File: src/rtl/parc_corereorderbuffer.sv
// 16-entry in-order reorder buffer. Slots are allocated at decode and filled at
// writeback. Results feed decode through two bypass ports and retire in order.
module parc_corereorderbuffer #(
  parameter int p_num_entries = 16,
  parameter int p_data_nbits  = 32
) (
  input  logic                    clk,
  input  logic                    reset,
  input  logic                    rob_alloc_req_val,
  output logic                    rob_alloc_req_rdy,
  input  logic [4:0]              rob_alloc_req_preg,
  output logic [3:0]              rob_alloc_resp_slot,
  input  logic                    rob_fill_val,
  input  logic [3:0]              rob_fill_slot,
  input  logic [p_data_nbits-1:0] rob_fill_data,
  input  logic                    rob_kill_val,
  input  logic [3:0]              rob_byp0_slot,
  output logic [p_data_nbits-1:0] rob_byp0_data,
  output logic                    rob_byp0_val,
  input  logic [3:0]              rob_byp1_slot,
  output logic [p_data_nbits-1:0] rob_byp1_data,
  output logic                    rob_byp1_val,
  output logic                    rob_commit_wen,
  output logic [3:0]              rob_commit_slot,
  output logic [4:0]              rob_commit_rf_waddr,
  output logic [p_data_nbits-1:0] rob_commit_data
);

  logic [p_num_entries-1:0] valid_q;
  logic [p_num_entries-1:0] pending_q;
  logic [4:0]               preg_q [p_num_entries];
  logic [p_data_nbits-1:0]  data_q [p_num_entries];
  logic [3:0]               head_q;
  logic [3:0]               tail_q;
  logic [4:0]               count_q;

  logic [3:0] tail_m1;
  logic       alloc_fire;
  logic       commit_fire;
  logic       kill_fire;
  logic       fill_fire;

  assign tail_m1   = tail_q - 4'd1;
  assign kill_fire = rob_kill_val && (count_q != 5'd0);

  // Kill owns the tail this cycle, so allocation is held off while it is raised.
  assign rob_alloc_req_rdy   = (count_q != 5'(p_num_entries)) && !rob_kill_val;
  assign rob_alloc_resp_slot = tail_q;
  assign alloc_fire          = rob_alloc_req_val && rob_alloc_req_rdy;

  // A lone entry that is being squashed must not also retire.
  assign commit_fire = valid_q[head_q] && !pending_q[head_q]
                       && !(kill_fire && (count_q == 5'd1));

  assign fill_fire = rob_fill_val && valid_q[rob_fill_slot]
                     && !(alloc_fire && (rob_fill_slot == tail_q));

  always_comb begin
    rob_commit_wen      = commit_fire;
    rob_commit_slot     = head_q;
    rob_commit_rf_waddr = 5'd0;
    rob_commit_data     = '0;
    if (commit_fire) begin
      rob_commit_rf_waddr = preg_q[head_q];
      rob_commit_data     = data_q[head_q];
    end
  end

  always_comb begin
    rob_byp0_val  = valid_q[rob_byp0_slot] && !pending_q[rob_byp0_slot];
    rob_byp1_val  = valid_q[rob_byp1_slot] && !pending_q[rob_byp1_slot];
    rob_byp0_data = rob_byp0_val ? data_q[rob_byp0_slot] : '0;
    rob_byp1_data = rob_byp1_val ? data_q[rob_byp1_slot] : '0;
  end

  always_ff @(posedge clk) begin
    if (reset) begin
      valid_q   <= '0;
      pending_q <= '0;
      head_q    <= 4'd0;
      tail_q    <= 4'd0;
      count_q   <= 5'd0;
    end else begin
      if (fill_fire) pending_q[rob_fill_slot] <= 1'b0;
      if (commit_fire) begin
        valid_q[head_q] <= 1'b0;
        head_q          <= head_q + 4'd1;
      end
      if (kill_fire) begin
        valid_q[tail_m1] <= 1'b0;
        tail_q           <= tail_m1;
      end
      if (alloc_fire) begin
        valid_q[tail_q]   <= 1'b1;
        pending_q[tail_q] <= 1'b1;
        tail_q            <= tail_q + 4'd1;
      end
      count_q <= count_q + 5'(alloc_fire) - 5'(commit_fire) - 5'(kill_fire);
    end
  end

  // Payload arrays carry no reset; valid/pending gate every read of them.
  always_ff @(posedge clk) begin
    if (!reset && fill_fire) data_q[rob_fill_slot] <= rob_fill_data;
    if (!reset && alloc_fire) preg_q[tail_q] <= rob_alloc_req_preg;
  end

endmodule
File: config.mk
export PLATFORM = sky130hd
export DESIGN_NAME = parc_corereorderbuffer
export DESIGN_NICKNAME = d
export VERILOG_FILES = /design/src/rtl/parc_corereorderbuffer.sv
export SDC_FILE = /design/constraint.sdc
export NUM_CORES = 1
export LEC_CHECK = 0
export BUFFER_PORTS_ARGS = -buffer_cell sky130_fd_sc_hd__buf_4
export CORE_MARGIN = 5
export CORE_UTILIZATION = 30
export CTS_CLUSTER_SIZE = 8
export DETAILED_ROUTE_END_ITERATION = 10
export PLACE_DENSITY = 0.56
export SYNTH_ARGS = -nofsm -noshare
export SYNTH_HDL_FRONTEND = slang
export SYNTH_SLANG_ARGS = --single-unit
export TNS_END_PERCENT = 10
File: constraint.sdc
create_clock -name clk -period 4.6 [get_ports clk]
set_clock_uncertainty 0.05 [all_clocks]
set_input_delay 0.23 -clock clk [delete_from_list [all_inputs] [get_ports clk]]
set_output_delay 0.23 -clock clk [all_outputs]
set_load 0.01 [all_outputs]
==> key figures <==
Synthesis
  • Top-area cell type share of the netlist area: between 50% and 60%
  • Yosys cell types: 48
  • Yosys warns: 0
  • Cells after Synth: 1,745
  • Synthesized cell area: 33,900 um2
  • Leading area contributor after synthesis: edfxtp_1
  • Seq/Total Area, Yosys: 55.4%
  • Synth Register Bits: 641
  • Synth top area cells: edfxtp_1 52%, mux4_2 35%, dfxtp_1 2.9%, nor2b_1 1.9%, clkbuf_1 1.0%
  • Asr flop ratio synth: 0%
  • Number of synthesized flops with an enable pin: approximately 600
  • Mean Syn Cell Area: 19.4 um2
  • Post-synth top flop: edfxtp_1
  • Syn nets: 1,815

Critical path
  • CP required: roughly 4.3 ns
  • Worst Setup End Kind: output pin
  • Top delay family on crit path: buffers and inverters
  • Slowest CP cell: mux4_1
  • CP Data Arrival Time: approximately 3.7 ns
  • Cell Chain, Critical Path: mux4_1 -> mux2_2 -> a21oi_1 -> buf_4 -> a21oi_1 -> inv_2 -> buf_4 -> and2_1 -> buf_4
  • Critical path peak fanout: 20
  • Max incr delay on CP: 0.60 ns
  • Cell mode on critical path: buf_4
  • Critical Path Start Type: register
  • WS Path Type: reg2out
  • Buf+Inv Stages, Crit Path: 4

Clocking
  • Reg clk slew, reported paths: roughly 0.050 ns
  • CTS H-Tree Depth: 3
  • Setup Buffers After CTS: 0
  • Post-CTS sizing: 0
  • CTS Buffer Depth: 3
  • CTS tree: yes
  • Worst skew pair latency: 0.65 ns
  • # clock sinks: 641
  • Total CTS buffers: 90
  • CTS Root Cell: clkbuf_16

Floorplan
  • Row cnt: about 120
  • Core Region: 112,000 um2
  • # IOs: between 150 and 200
  • Die Footprint: 120,000 um2
  • Starting Density: a little under a third
  • Die Width: 346 um
  • Die height: 346 um

STA
  • Setup TNS: 0 ns
  • Final Hold Vio Count: 0
  • Period Utilization, post-route: 85.7%
  • Least-Margin Pin Slew: ~1.2 ns
  • Highest clock rate: 254 MHz
  • Unrepaired setup endpoints after global routing: false
  • Final Setup Violations: 0
  • Final min period: 3.94 ns
  • Rel. slew slack: 22.8%
  • Max Slew Vio Count: 0

Routing
  • Detail Route Antenna Nets: 0
  • Detailed-router iteration count before antenna repair: 5
  • Vias per inst: 5.62
  • Detailed-route via count: a little under 20,000
  • Residual DRC: 0
  • DR WL/cell: 29.5 um
  • Routed Wire Length: 102,000 um
  • Initial drt markers: 1,786

Cells and area
  • Share of cells above drive strength 1: 44.4%
  • Core Util, Final: between 30% and 40%
  • Commonest non-fill, non-tap cells in the layout: 592 x edfxtp_1, 519 x mux4_2, 197 x buf_4
  • Nets: 2,019
  • Syn-to-layout area delta: 18.2%
  • Fillers: 10,400
  • Most common cell after layout, fill and taps aside: edfxtp_1
  • Non-Filler Instances: around 3,500

Worst hold path
  • Min-delay worst type: in2reg

Placement
  • Cells after DPL: 3,313
  • Routability cong.: approximately 0.85
  • Port buffer count: 166
  • Sum of net half-perimeters after detailed placement: 62,800 um

Status
  • Status: finished clean

Global routing
  • Initial antenna violation count: 6
  • Met3 Track Usage GR: 4.03%
  • Gr busiest metal: met2
  • First-pass GRT wire length: 149,000 um
  • Number of global-route vias before repair: roughly 21,000
  • GR Util met2: 27.9%
  • Grt ovf: 0
  • Largest net degree at the start of global routing: 67
  • GRT Total Usage: roughly 17%
  • Met1 Track Usage GR: about 22%

Power and ir drop
  • Leak pwr: 12.5 nW
  • PD cells: 378 nW/um2
  • Peak supply drop: 0.268 mV

Run
  • Maxcap violations: 0
## final cells by class
| cell class | count | area (um2) | area share [%] |
|---|---|---|---|
| sequential | 641 | 18800 | 46.9 |
| multi-input combinational | 924 | 14500 | 36.2 |
| clock buffer | 106 | 2310 | 5.77 |
| tap | 1500 | 1880 | 4.69 |
| timing repair buffer | 261 | 2290 | 5.72 |
| inverter | 31 | 116 | 0.291 |
| antenna | 3 | 7.51 | 0.0187 |
| clock inverter | 8 | 154 | 0.384 |
## logic make-up after synthesis
group	synth area share, %
flops	55.4
mux	35.6
fa+ha+maj	0.613
buf+inv	2.18
simple gates	4.98
compound gates	0.961
xor+xnor	0.310
## final timing paths
| path | cells after the start | from | end | slack [ns] |
|---|---|---|---|---|
| worst max register to register | 15 | rob_commit_slot[1] | count_q[3] | 0.68 |
| worst max-delay path | 9 | rob_commit_slot[1] | rob_commit_data[20] | 0.66 |
| worst min register to register | 3 | pending_q[0] | pending_q[0] | 0.55 |
| worst min-delay path | 4 | rob_alloc_req_val | rob_alloc_resp_slot[1] | 0.04 |
## through the flow
step	total power, mW	worst slack (ns)	area, um2	hold WS [ns]
after floorplan	8.44	0.980	33900	0.279
after global placement	9.29	0.757	37100	0.474
after detailed placement	9.30	0.693	37100	0.480
after CTS	15.4	0.561	40000	0.0140
after global routing	15.8	0.324	40000	0.0429
final	15.1	0.656	40000	0.0419
## repair_timing
action                                  in CTS  in global routing
endpoints found under the setup margin       0                  0
hold buffers                                44                  0
endpoints found under the hold margin      607                  0
## state kept, by name (all words and copies together), names as in the netlist, named ones only
signal / cells
count_q: 5
pending_q: 16
rob_alloc_resp_slot: 4
rob_commit_slot: 4
valid_q: 16
data_q: 512
preg_q: 80
## per-layer routing
metal | up-vias | wire, um
met5 | - | 41
li1 | 7882 | -
met3 | 191 | 8720
met1 | 10400 | 40400
met4 | 6 | 2980
met2 | 1008 | 50200
## worst min-delay path, stage by stage
cell     delay (ns)
buf_4          0.08
nand3_1        0.18
nand3_1        0.15
a21oi_1        0.06
## synth_stat cells (21+ instances only)
library cell / n
edfxtp_1: 592
mux4_2: 519
nor2b_1: 103
clkbuf_1: 91
dfxtp_1: 49
o21ai_0: 47
nor2_1: 39
and2_1: 38
buf_2: 38
nand2_1: 35
inv_1: 29
nand2b_1: 22
nand3_1: 21
## power breakdown
part           switching, mW  total [mW]  internal (mW)
combinational           1.26        2.58           1.32
clock                   2.45        5.97           3.52
sequential             0.149        6.60           6.45
total                   3.86        15.1           11.3
No activity file was read; power rests on OpenSTA's default activity.
